File: src/rtl/fibo_controller_n.sv
// Control FSM for the Fibonacci datapath: sequences register-file writes and ALU
// operations to compute Fib(n) mod 2^size, then reports it with a done pulse.
module fibo_controller_n #(
  parameter int         size    = 4,
  parameter logic [2:0] OP_PASS = 3'b000,
  parameter logic [2:0] OP_ADD  = 3'b001,
  parameter logic [2:0] OP_DEC  = 3'b100
) (
  input  logic            clk,
  input  logic            rst,
  input  logic            start,
  input  logic [size-1:0] n,
  input  logic            zero_flag,
  input  logic [size-1:0] data,
  output logic [1:0]      wrt_addr,
  output logic            wrt_en,
  output logic            load_data,
  output logic [1:0]      rd_addr1,
  output logic [1:0]      rd_addr2,
  output logic [2:0]      alu_opcode,
  output logic [size-1:0] count,
  output logic            busy,
  output logic            done,
  output logic [size-1:0] result
);

  typedef enum logic [3:0] {
    S_IDLE,
    S_INIT_N,
    S_INIT_A,
    S_INIT_B,
    S_CHECK,
    S_ADD,
    S_MOV1,
    S_MOV2,
    S_DEC,
    S_DONE
  } state_t;

  state_t          state_q, state_d;
  logic [size-1:0] n_q;
  logic [size-1:0] result_q;

  // NOTE: state registers use non-blocking assignments so every flop samples
  // pre-edge values regardless of statement order.
  always_ff @(posedge clk) begin
    if (rst) begin
      state_q  <= S_IDLE;
      n_q      <= '0;
      result_q <= '0;
    end else begin
      state_q <= state_d;
      if (state_q == S_IDLE && start) n_q <= n;
      if (state_q == S_DONE) result_q <= data;
    end
  end

  assign result = result_q;

  // NOTE: every output gets a default before the case so no path leaves a
  // variable unassigned, which would otherwise infer a latch.
  always_comb begin
    state_d    = state_q;
    wrt_en     = 1'b0;
    wrt_addr   = 2'd0;
    load_data  = 1'b0;
    rd_addr1   = 2'd0;
    rd_addr2   = 2'd0;
    alu_opcode = OP_PASS;
    count      = '0;
    busy       = (state_q != S_IDLE);
    done       = 1'b0;

    case (state_q)
      S_IDLE: begin
        if (start) state_d = S_INIT_N;
      end
      S_INIT_N: begin
        load_data = 1'b1;
        count     = n_q;
        wrt_en    = 1'b1;
        wrt_addr  = 2'd0;
        state_d   = S_INIT_A;
      end
      S_INIT_A: begin
        load_data = 1'b1;
        count     = '0;
        wrt_en    = 1'b1;
        wrt_addr  = 2'd1;
        state_d   = S_INIT_B;
      end
      S_INIT_B: begin
        load_data = 1'b1;
        count     = size'(1);
        wrt_en    = 1'b1;
        wrt_addr  = 2'd2;
        state_d   = S_CHECK;
      end
      S_CHECK: begin
        rd_addr1   = 2'd0;
        alu_opcode = OP_PASS;
        state_d    = zero_flag ? S_DONE : S_ADD;
      end
      S_ADD: begin
        rd_addr1   = 2'd1;
        rd_addr2   = 2'd2;
        alu_opcode = OP_ADD;
        wrt_en     = 1'b1;
        wrt_addr   = 2'd3;
        state_d    = S_MOV1;
      end
      // Shift the pair: a <= b, b <= temp.
      S_MOV1: begin
        rd_addr1   = 2'd2;
        alu_opcode = OP_PASS;
        wrt_en     = 1'b1;
        wrt_addr   = 2'd1;
        state_d    = S_MOV2;
      end
      S_MOV2: begin
        rd_addr1   = 2'd3;
        alu_opcode = OP_PASS;
        wrt_en     = 1'b1;
        wrt_addr   = 2'd2;
        state_d    = S_DEC;
      end
      S_DEC: begin
        rd_addr1   = 2'd0;
        alu_opcode = OP_DEC;
        wrt_en     = 1'b1;
        wrt_addr   = 2'd0;
        state_d    = S_CHECK;
      end
      S_DONE: begin
        rd_addr1   = 2'd1;
        alu_opcode = OP_PASS;
        done       = 1'b1;
        state_d    = S_IDLE;
      end
      default: state_d = S_IDLE;
    endcase
  end

endmodule

File: config.mk
export PLATFORM = sky130hd
export DESIGN_NAME = fibo_controller_n
export DESIGN_NICKNAME = d
export VERILOG_FILES = /design/src/rtl/fibo_controller_n.sv
export SDC_FILE = /design/constraint.sdc
export NUM_CORES = 1
export LEC_CHECK = 0
export BUFFER_PORTS_ARGS = -buffer_cell sky130_fd_sc_hd__buf_2
export CAP_MARGIN = 10
export CORE_AREA = 4 4 47 49
export CTS_CLUSTER_SIZE = 20
export DETAILED_ROUTE_END_ITERATION = 7
export DIE_AREA = 0 0 51 53
export GPL_TIMING_DRIVEN = 0
export PLACE_DENSITY = 0.71
export SLEW_MARGIN = 30
export SYNTH_ARGS = -nofsm -noshare
export SYNTH_HDL_FRONTEND = slang
export SYNTH_SLANG_ARGS = --single-unit
File: constraint.sdc
create_clock -name clk -period 1.3 [get_ports clk]
set_input_delay 0.325 -clock clk [delete_from_list [all_inputs] [get_ports clk]]
set_output_delay 0.325 -clock clk [all_outputs]
set_load 0.02 [all_outputs]
==> qor.yml, run 1 <==
h-tree-depth: 1
power.internal_uw: 719.6
hold_ws_ns: 0.2993
crit_arrival_ns: 1.40
grt_first_pass_wirelength_um: 3663
grtUsageTotal: 0.1857
critPathLaunchType: "register"
syn_avg_cell_area_um2: 8.530
fp-row-count: 16
outcome: "complete, but fails checks"
synth_common_cells: "dfxtp_1, nor2_1, a21oi_1, mux2i_1, nor3_1"
synthCells: 82
dp_hpwl_um: 1250
worst_pin_slew_ns: 0.5154
synth_edf_count: 0
drv_cap: 0
clk_latency_ns: 0.27
grt_pass1_vias: 769
setup_tns_ns: -5.200
place_ws_ns: -0.1992
drtIter0Drc: 17
start_util: 0.3757
drive_above_1_share: 0.6970
seqCellArea_um2: 255.2
synth-seq-cells: 12
clock_skew_ns: 0.01183
ctsHoldBuffers: 0
worstSetupPathType: "register to primary output"
drt-wirelength-per-cell_um: 15.93
ys_types: 32
cts_sinks: 12
synth_top_area_share: 0.3435
io_pins: 33
p_clk_frac: 0.283
cts_tree: "done"
path_clk_slew_ns: 0.08
hold_violations: 0
hp-class: "primary input to register"
yosys_warnings: 0
end_kind: "primary output"
vias_per_cell: 4.950
grt-ovfl-total: 0
setup_slack_ns: -0.4212
die_x_um: 51
swShare: 0.3004
fin_crit_sh: 1.324
drt_first_pass_iters: 4
core_region_area_mm2: 0.001862
fmax_ghz: 0.5810
leakage_nw: 0.5633
numPortBuffers: 29
max-vdd-ir-drop_mv: 0.6249
route.antenna.remaining_nets: 0
cts_root_buf: "clkbuf_4"
cp_data_required_time_ns: 0.98
antenna_found_initial: 0
cts_buffers: 3
finalNetCount: 145
synth_largest_area_cell: "dfxtp_1"
power.switching_uw: 309.0
power.density_mw_per_mm2: 747.4
areaGrowthSynthToFinish_pct: 96.78
synth-async-reset-ratio: 0
power_mw: 1.029
rsz0062_at_grt: "true"
synthTopCellsByArea: "dfxtp_1, mux2i_1, nor2_1"
multi_input_area_um2: 564.3
violations: "negative setup slack"
antenna_cells: 0
period_minus_slack_ns: 1.721
p_seq_frac: 0.387
die_area_mm2: 0.002703
cts_buffer_depth: 2
final-setup-viol-count: 22
slew_violations: 0
yosysMostFrequentCell: "dfxtp_1"
wirelength_um: 2533
pwr-share-comb: 0.331
grt_max_degree: 11
fill_cells: 120
synthFlopType: "dfxtp_1"
place.gp.congestion: 0.8265
slew_headroom: 0.6564
via_count: 787
crit_fanout: 5
yosysSeqAreaShare: 0.3435
netlist_area_um2: 699.4
die_height_um: 53
drt_drc_violations_left: 0
-- stage by stage --
step           cell area [um2]  instances    util
3_5_place_dp             982.2        139  0.5276
4_1_cts                   1280        155  0.6875
5_1_grt                   1376        159  0.7392
2_1_floorplan            803.3         83       -
3_3_place_gp             982.2        139  0.5276
6_report                  1376        159  0.7392
-- repair_timing --
action / CTS / global route
pin swaps: 8 / 11
cloned: 1 / 0
endpoints found under the setup margin: 17 / 23
resized for setup: 50 / 21
setup buffers: 12 / 5
-- path summary, 6_finish.rpt --
check	slack, ns	startpoint	endpoint	cells past startpoint
setup / recovery	-0.42	state_q[1]	wrt_en	3
hold reg to reg	0.47	n_q[3]	n_q[3]	2
hold / removal	0.30	data[3]	result[3]	3
setup reg to reg	-0.11	state_q[1]	state_q[3]	4
-- cells by family after synthesis --
kind of cell,Yosys count,share of synthesized area
other,1,0.005362
buffers and inverters,12,0.1073
XOR/XNOR,1,0.01252
AO/OA/AOI/OAI,16,0.1521
AND/OR/NAND/NOR,35,0.3077
multiplexers,5,0.07156
flip-flops,12,0.3435
-- flip-flops by register name, summed over array words and instances (netlist names) --
name / count
n_q: 4
result: 4
state_q: 4
-- power groups by stage --
| stage | Clock, mW | Sequential (mW) | Combinational, mW |
|---|---|---|---|
| final | 0.291 | 0.398 | 0.340 |
| after global routing | 0.322 | 0.399 | 0.358 |
| after CTS | 0.299 | 0.396 | 0.286 |
| after detailed placement | 0 | 0.404 | 0.199 |
| after global placement | 0 | 0.404 | 0.197 |
| after floorplan | 0 | 0.401 | 0.150 |
-- layout by cell type, fill, tap and decap left out, types with 2 or more instances in the layout --
cell      count
dfxtp_4       4
nor2_4        5
nor3_1        3
buf_12        2
nor3_4        2
inv_1         2
mux2i_1       5
clkbuf_4      3
nand2b_4      3
and2_4        3
nor2_1        6
conb_1        2
buf_4        14
a21oi_1       3
buf_6        21
dfxtp_1       8
o21ai_2       3
buf_2        15
nand3_1       3
-- critical path, stage by stage (launching register included) --
cell and delay (ns):
dfxtp_4 0.37, or3b_4 0.43, o22ai_4 0.19, buf_6 0.15
-- layer usage --
layer | vias to the layer above | track usage | share of wire
li1 | 380 | - | -
met1 | 371 | 0.2258 | 0.41
met2 | 32 | 0.3004 | 0.53
met3 | 4 | 0.04225 | 0.057
met4 | 0 | 0.1031 | 0.011
met5 | - | 0 | 0
-- area by class of cell --
type,instances,area share
Buffer,7,0.04909
Clock buffer,4,0.02636
Inverter,3,0.008182
Multi-Input combinational cell,59,0.4100
Sequential cell,12,0.1855
Tap cell,27,0.02455
Timing Repair Buffer,47,0.2964
Note: power is estimated with default switching activity, not from simulation.
==> run 2: changes to the inputs <==
SKIP_LAST_GASP = 1   (was not set)
==> run 2 against run 1 <==
Effect of this change:
- the run still ends with negative setup slack left
- non-clock buffer count increased by 1
- largest power group unchanged
- highest routed layer unchanged
- critical path depth unchanged
- clock skew increased by 0.0018 ns
- global-route usage decreased by 1.0 points
- register-to-register slack got worse by 0.03 ns
==> qor.yml, run 2 (synthesis gave the netlist of run 1 again) <==
p_clk_frac: 0.289  # was 0.283
setup_slack_ns: -0.3954  # was -0.4212 ns
slew_violations: 0  # unchanged
mostFrequentLayoutCells: "buf_6, buf_4, buf_2, dfxtp_1, nor2_1"  # was buf_6, buf_2, buf_4, dfxtp_1, nor2_1
clk_latency_ns: 0.27  # about the same
numPortBuffers: 29  # unchanged
fill_cells: 135  # was 120
final-setup-viol-count: 21  # was 22
setup_tns_ns: -5.429  # was -5.200 ns
crit_fanout: 5  # unchanged
cts_root_buf: "clkbuf_4"  # unchanged
die_x_um: 51  # unchanged
via_count: 786  # was 787
power.internal_uw: 717.4  # was 719.6 uW
fin_crit_sh: 1.304  # was 1.324
cts_buffer_depth: 2  # unchanged
grt_max_degree: 11  # unchanged
vias_per_cell: 4.913  # was 4.950
dpl.cell_count: 139  # unchanged
grt-ovfl-total: 0  # unchanged
hold_ws_ns: 0.2963  # was 0.2993 ns
crit_arrival_ns: 1.37  # was 1.40 ns
die_area_mm2: 0.002703  # unchanged
drt-wirelength-per-cell_um: 15.21  # was 15.93 um
hold_violations: 0  # unchanged
clock_skew_ns: 0.01365  # was 0.01183 ns
critPathLaunchType: "register"  # unchanged
violations: "negative setup slack"  # unchanged
path_clk_slew_ns: 0.08  # about the same
grt_first_pass_wirelength_um: 3484  # was 3663 um
grt_pass1_vias: 751  # was 769
antenna_cells: 0  # unchanged
route.antenna.remaining_nets: 0  # unchanged
leakage_nw: 0.5642  # was 0.5633 nW
h-tree-depth: 1  # unchanged
period_minus_slack_ns: 1.695  # was 1.721 ns
cts_sinks: 12  # unchanged
antenna_found_initial: 0  # unchanged
cts_tree: "done"  # unchanged
power.switching_uw: 296.9  # was 309.0 uW
wirelength_um: 2433  # was 2533 um
drv_cap: 0  # unchanged
cts_buffers: 3  # unchanged
max-vdd-ir-drop_mv: 0.5155  # was 0.6249 mV
cp_data_required_time_ns: 0.98  # about the same
core_region_area_mm2: 0.001862  # unchanged
fp-row-count: 16  # unchanged
ctsHoldBuffers: 0  # unchanged
fmax_ghz: 0.5898  # was 0.5810 GHz
swShare: 0.2927  # was 0.3004
drtIter0Drc: 5  # was 17
hp-class: "primary input to register"  # unchanged
outcome: "complete, but fails checks"  # unchanged
end_kind: "primary output"  # unchanged
drive_above_1_share: 0.6617  # was 0.6970
start_util: 0.3757  # unchanged
die_height_um: 53  # unchanged
stdcell_count: 160  # was 159
worstSetupPathType: "register to primary output"  # unchanged
place.gp.congestion: 0.8265  # unchanged
final_common_cell: "buf_6"  # unchanged
drt_drc_violations_left: 0  # unchanged
dp_hpwl_um: 1250  # unchanged
io_pins: 33  # unchanged
rsz0062_at_grt: "true"  # unchanged
p_seq_frac: 0.390  # was 0.387
drt_first_pass_iters: 3  # was 4
areaGrowthSynthToFinish_pct: 93.38  # was 96.78%
pwr-share-comb: 0.320  # was 0.331
power.density_mw_per_mm2: 749.9  # was 747.4 mW/mm2
grtUsageTotal: 0.1755  # was 0.1857
finalNetCount: 146  # was 145
run 2: cell count changes in the layout (fill, tap and decap cells not counted), sizes merged:
cell / delta
buf: +1
run 2: per-stage QoR:
stage | worst slack, ns | area (um2) | total power, mW | utilization
floorplan | -0.02853 | 803.3 | 0.5512 | -
CTS | -0.3999 | 1265 | 0.9690 | 0.6794
global route | -0.4515 | 1353 | 1.064 | 0.7265
finish | -0.3954 | 1353 | 1.014 | 0.7265
global placement | -0.1727 | 982.2 | 0.6004 | 0.5276
detailed placement | -0.1992 | 982.2 | 0.6029 | 0.5276
run 2: final timing paths:
kind / startpoint / to / slack (ns) / cells after the start
max: state_q[1] / rd_addr1[0] / -0.40 / 3
min: data[2] / result[2] / 0.30 / 3
min reg2reg: n_q[2] / n_q[2] / 0.48 / 2
max reg2reg: state_q[1] / state_q[2] / -0.14 / 5
run 2: layout make-up:
type | count | area, um2 | area share
tap | 27 | 33.78 | 0.02498
buffer | 7 | 67.56 | 0.04995
clock buffer | 4 | 36.28 | 0.02683
multi-input combinational | 59 | 536.8 | 0.3969
timing repair buffer | 48 | 411.6 | 0.3043
inverter | 3 | 11.26 | 0.008326
sequential | 12 | 255.2 | 0.1887
run 2: critical path, cell delays in order, from the launching register on:
cell,delay (ns)
dfxtp_4,0.37
or3b_4,0.43
a21boi_4,0.17
buf_6,0.13
run 2: what timing repair did:
item                       4_1_cts  5_1_grt
cloned                           1        0
pin swaps                        7        8
setup buffers                   12        6
resized for setup               42       20
setup endpoints to repair       17       23
run 2: power groups by stage:
stage	Sequential (mW)	Clock, mW	Combinational (mW)
floorplan	0.401	0	0.150
global placement	0.404	0	0.197
detailed placement	0.404	0	0.199
CTS	0.394	0.299	0.276
global route	0.397	0.325	0.342
finish	0.396	0.294	0.325
run 2: metal layers:
metal	wire [um]	GRT usage	vias to the layer above
met5	0	0	-
met1	991	0.2139	373
met4	36	0.09417	0
met3	100	0.03380	4
li1	-	-	383
met2	1306	0.2897	26
==> run 3: changes to the inputs <==
CELL_PAD_IN_SITES_DETAIL_PLACEMENT = 1   (was not set)
CELL_PAD_IN_SITES_GLOBAL_PLACEMENT = 1   (was not set)
CORE_AREA = 4 4 55 57   (was 4 4 47 49)
DIE_AREA = 0 0 59 61   (was 0 0 51 53)
PLACE_DENSITY = not set   (was 0.71)
PLACE_DENSITY_LB_ADDON = 0.1   (was not set)
==> run 3 against run 2 <==
Effect of this change:
- the flow still finishes with violations (negative setup slack)
- global-route usage decreased by 3.3 points
- wire length grew 4.1%
- non-clock buffer count is 5 higher
- largest power group unchanged
- highest routed layer unchanged
==> qor.yml, run 3 (synthesis gave the netlist of run 1 again) <==
final_common_cell: "buf_4"  # was buf_6
die_area_mm2: 0.003599  # was 0.002703 mm2
core_region_area_mm2: 0.002477  # was 0.001862 mm2
power.internal_uw: 670.3  # was 717.4 uW
rr_endpoint: "n_q[2]"  # was state_q[2]
antenna_found_initial: 0  # unchanged
io_pins: 33  # unchanged
drv_cap: 0  # unchanged
h-tree-depth: 1  # unchanged
r2r.worst_path.cells: 6  # was 5
worstSetupPathType: "register to primary output"  # unchanged
final_cell_area_mm2: 0.001465  # was 0.001353 mm2
critPathLaunchType: "register"  # unchanged
die_height_um: 61  # was 53 um
leakage_nw: 0.6027  # was 0.5642 nW
crit_fanout: 4  # was 5
drive_above_1_share: 0.7226  # was 0.6617
violations: "negative setup slack"  # unchanged
die_x_um: 59  # was 51 um
dpl_cell_area_um2: 985.9  # was 982.2 um2
slew_violations: 0  # unchanged
antenna_cells: 0  # unchanged
grt_first_pass_wirelength_um: 3822  # was 3484 um
clock_skew_ns: 0.0004755  # was 0.01365 ns
pwr-share-comb: 0.362  # was 0.320
dp_hpwl_um: 1530  # was 1250 um
mostFrequentLayoutCells: "buf_4, buf_6, buf_2, dfxtp_1"  # was buf_6, buf_4, buf_2, dfxtp_1, nor2_1
fin_util: 0.5914  # was 0.7265
worstHoldPathCells: 3  # unchanged
fmax_ghz: 0.5856  # was 0.5898 GHz
dpl.cell_count: 142  # was 139
cts_sinks: 12  # unchanged
hold_violations: 0  # unchanged
grt.busiest_layer: "met2"  # unchanged
met2_usage: 0.2397  # was 0.2897
hold_ws_ns: 0.2875  # was 0.2963 ns
via_count: 798  # was 786
setup_tns_ns: -4.942  # was -5.429 ns
stdcell_count: 167  # was 160
route.antenna.remaining_nets: 0  # unchanged
power_uw: 973.3  # was 1.014 mW
cts_tree: "done"  # unchanged
power.switching_uw: 303.0  # was 296.9 uW
drt_first_pass_iters: 4  # was 3
vias_per_cell: 4.778  # was 4.913
hold_path_startpoint: "data[1]"  # was data[2]
rrSetupSlack_ns: -0.05  # was -0.14 ns
drtIter0Drc: 15  # was 5
fill_cells: 276  # was 135
start_util: 0.2823  # was 0.3757
fp-row-count: 18  # was 16
setup_slack_ns: -0.4077  # was -0.3954 ns
end_kind: "primary output"  # unchanged
cp_data_required_time_ns: 0.98  # about the same
p_clk_frac: 0.232  # was 0.289
grt_util_met1: 0.1783  # was 0.2139
outcome: "complete, but fails checks"  # unchanged
grtUsageTotal: 0.1424  # was 0.1755
power.density_mw_per_mm2: 664.3  # was 749.9 mW/mm2
max-vdd-ir-drop_mv: 0.6511  # was 0.5155 mV
wirelength_um: 2532  # was 2433 um
cts_buffer_depth: 2  # unchanged
period_minus_slack_ns: 1.708  # was 1.695 ns
areaGrowthSynthToFinish_pct: 109.5  # was 93.38%
grt_max_degree: 11  # unchanged
grt_pass1_vias: 809  # was 751
drt-wirelength-per-cell_um: 15.16  # was 15.21 um
crit_arrival_ns: 1.38  # was 1.37 ns
clk_latency_ns: 0.27  # about the same
r2r-start: "state_q[3]"  # was state_q[1]
min_to: "result[1]"  # was result[2]
use_met3: 0.02128  # was 0.03380
p_seq_frac: 0.405  # was 0.390
numPortBuffers: 29  # unchanged
drt_drc_violations_left: 0  # unchanged
fin_crit_sh: 1.314  # was 1.304
final-setup-viol-count: 20  # was 21
slew_headroom: 0.6343
path_clk_slew_ns: 0.07  # was 0.08 ns
finalNetCount: 151  # was 146
cts_buffers: 3  # unchanged
place.gp.congestion: 0.7294  # was 0.8265
swShare: 0.3113  # was 0.2927
worst_pin_slew_ns: 0.5486
rsz0062_at_grt: "true"  # unchanged
grt-ovfl-total: 0  # unchanged
cts_root_buf: "clkbuf_4"  # unchanged
hp-class: "primary input to register"  # unchanged
place_ws_ns: -0.2172  # was -0.1992 ns
-- run 3: cell count changes in the layout (fill, tap and decap cells not counted), moves of 2 or more --
cell	change
a21oi_1	-2
a21oi_2	+2
buf_12	+4
buf_4	+4
o21ai_0	-2
o21ai_2	+2
-- run 3: power groups by stage --
stage,clock (mW),combinational (mW),sequential [mW]
6_report,0.226,0.353,0.394
5_1_grt,0.257,0.375,0.397
4_1_cts,0.238,0.314,0.391
3_5_place_dp,0,0.206,0.405
3_3_place_gp,0,0.202,0.405
2_1_floorplan,0,0.150,0.401
-- run 3: metal layers --
layer	part of all wire	vias to the layer above
met5	0	-
met4	0.016	0
met3	0.047	5
met2	0.52	23
met1	0.42	380
li1	-	390
-- run 3: critical path: stages (launching register included) --
cell and delay [ns]:
dfxtp_4 0.36, or3b_4 0.45, o22ai_4 0.16, buf_6 0.13
-- run 3: worst max-delay path by stage --
stage | end | slack, ns | start | depth (start not counted)
after floorplan | rd_addr1[0] | -0.03 | state_q[3] | 2
final | wrt_en | -0.41 | state_q[1] | 3
after detailed placement | count[2] | -0.22 | state_q[0] | 4
after global placement | count[1] | -0.22 | state_q[0] | 4
after CTS | wrt_en | -0.41 | state_q[3] | 3
after global routing | wrt_en | -0.46 | state_q[1] | 3
-- run 3: timing repair --
action / 4_1_cts / 5_1_grt
pin swaps: 13 / 11
hold buffers: 0 / 0
endpoints found under the setup margin: 20 / 22
gates resized for setup: 65 / 14
buffers inserted: 17 / 6
hold endpoints to repair: 0 / 0
-- run 3: cell type report --
cell class,count,area (um2),share of cell area
Multi-Input combinational cell,59,580.6,0.3962
Timing Repair Buffer,52,451.7,0.3083
Sequential cell,12,255.2,0.1742
Buffer,8,106.4,0.07259
Tap cell,30,37.54,0.02562
Clock buffer,3,22.52,0.01537
Inverter,3,11.26,0.007686
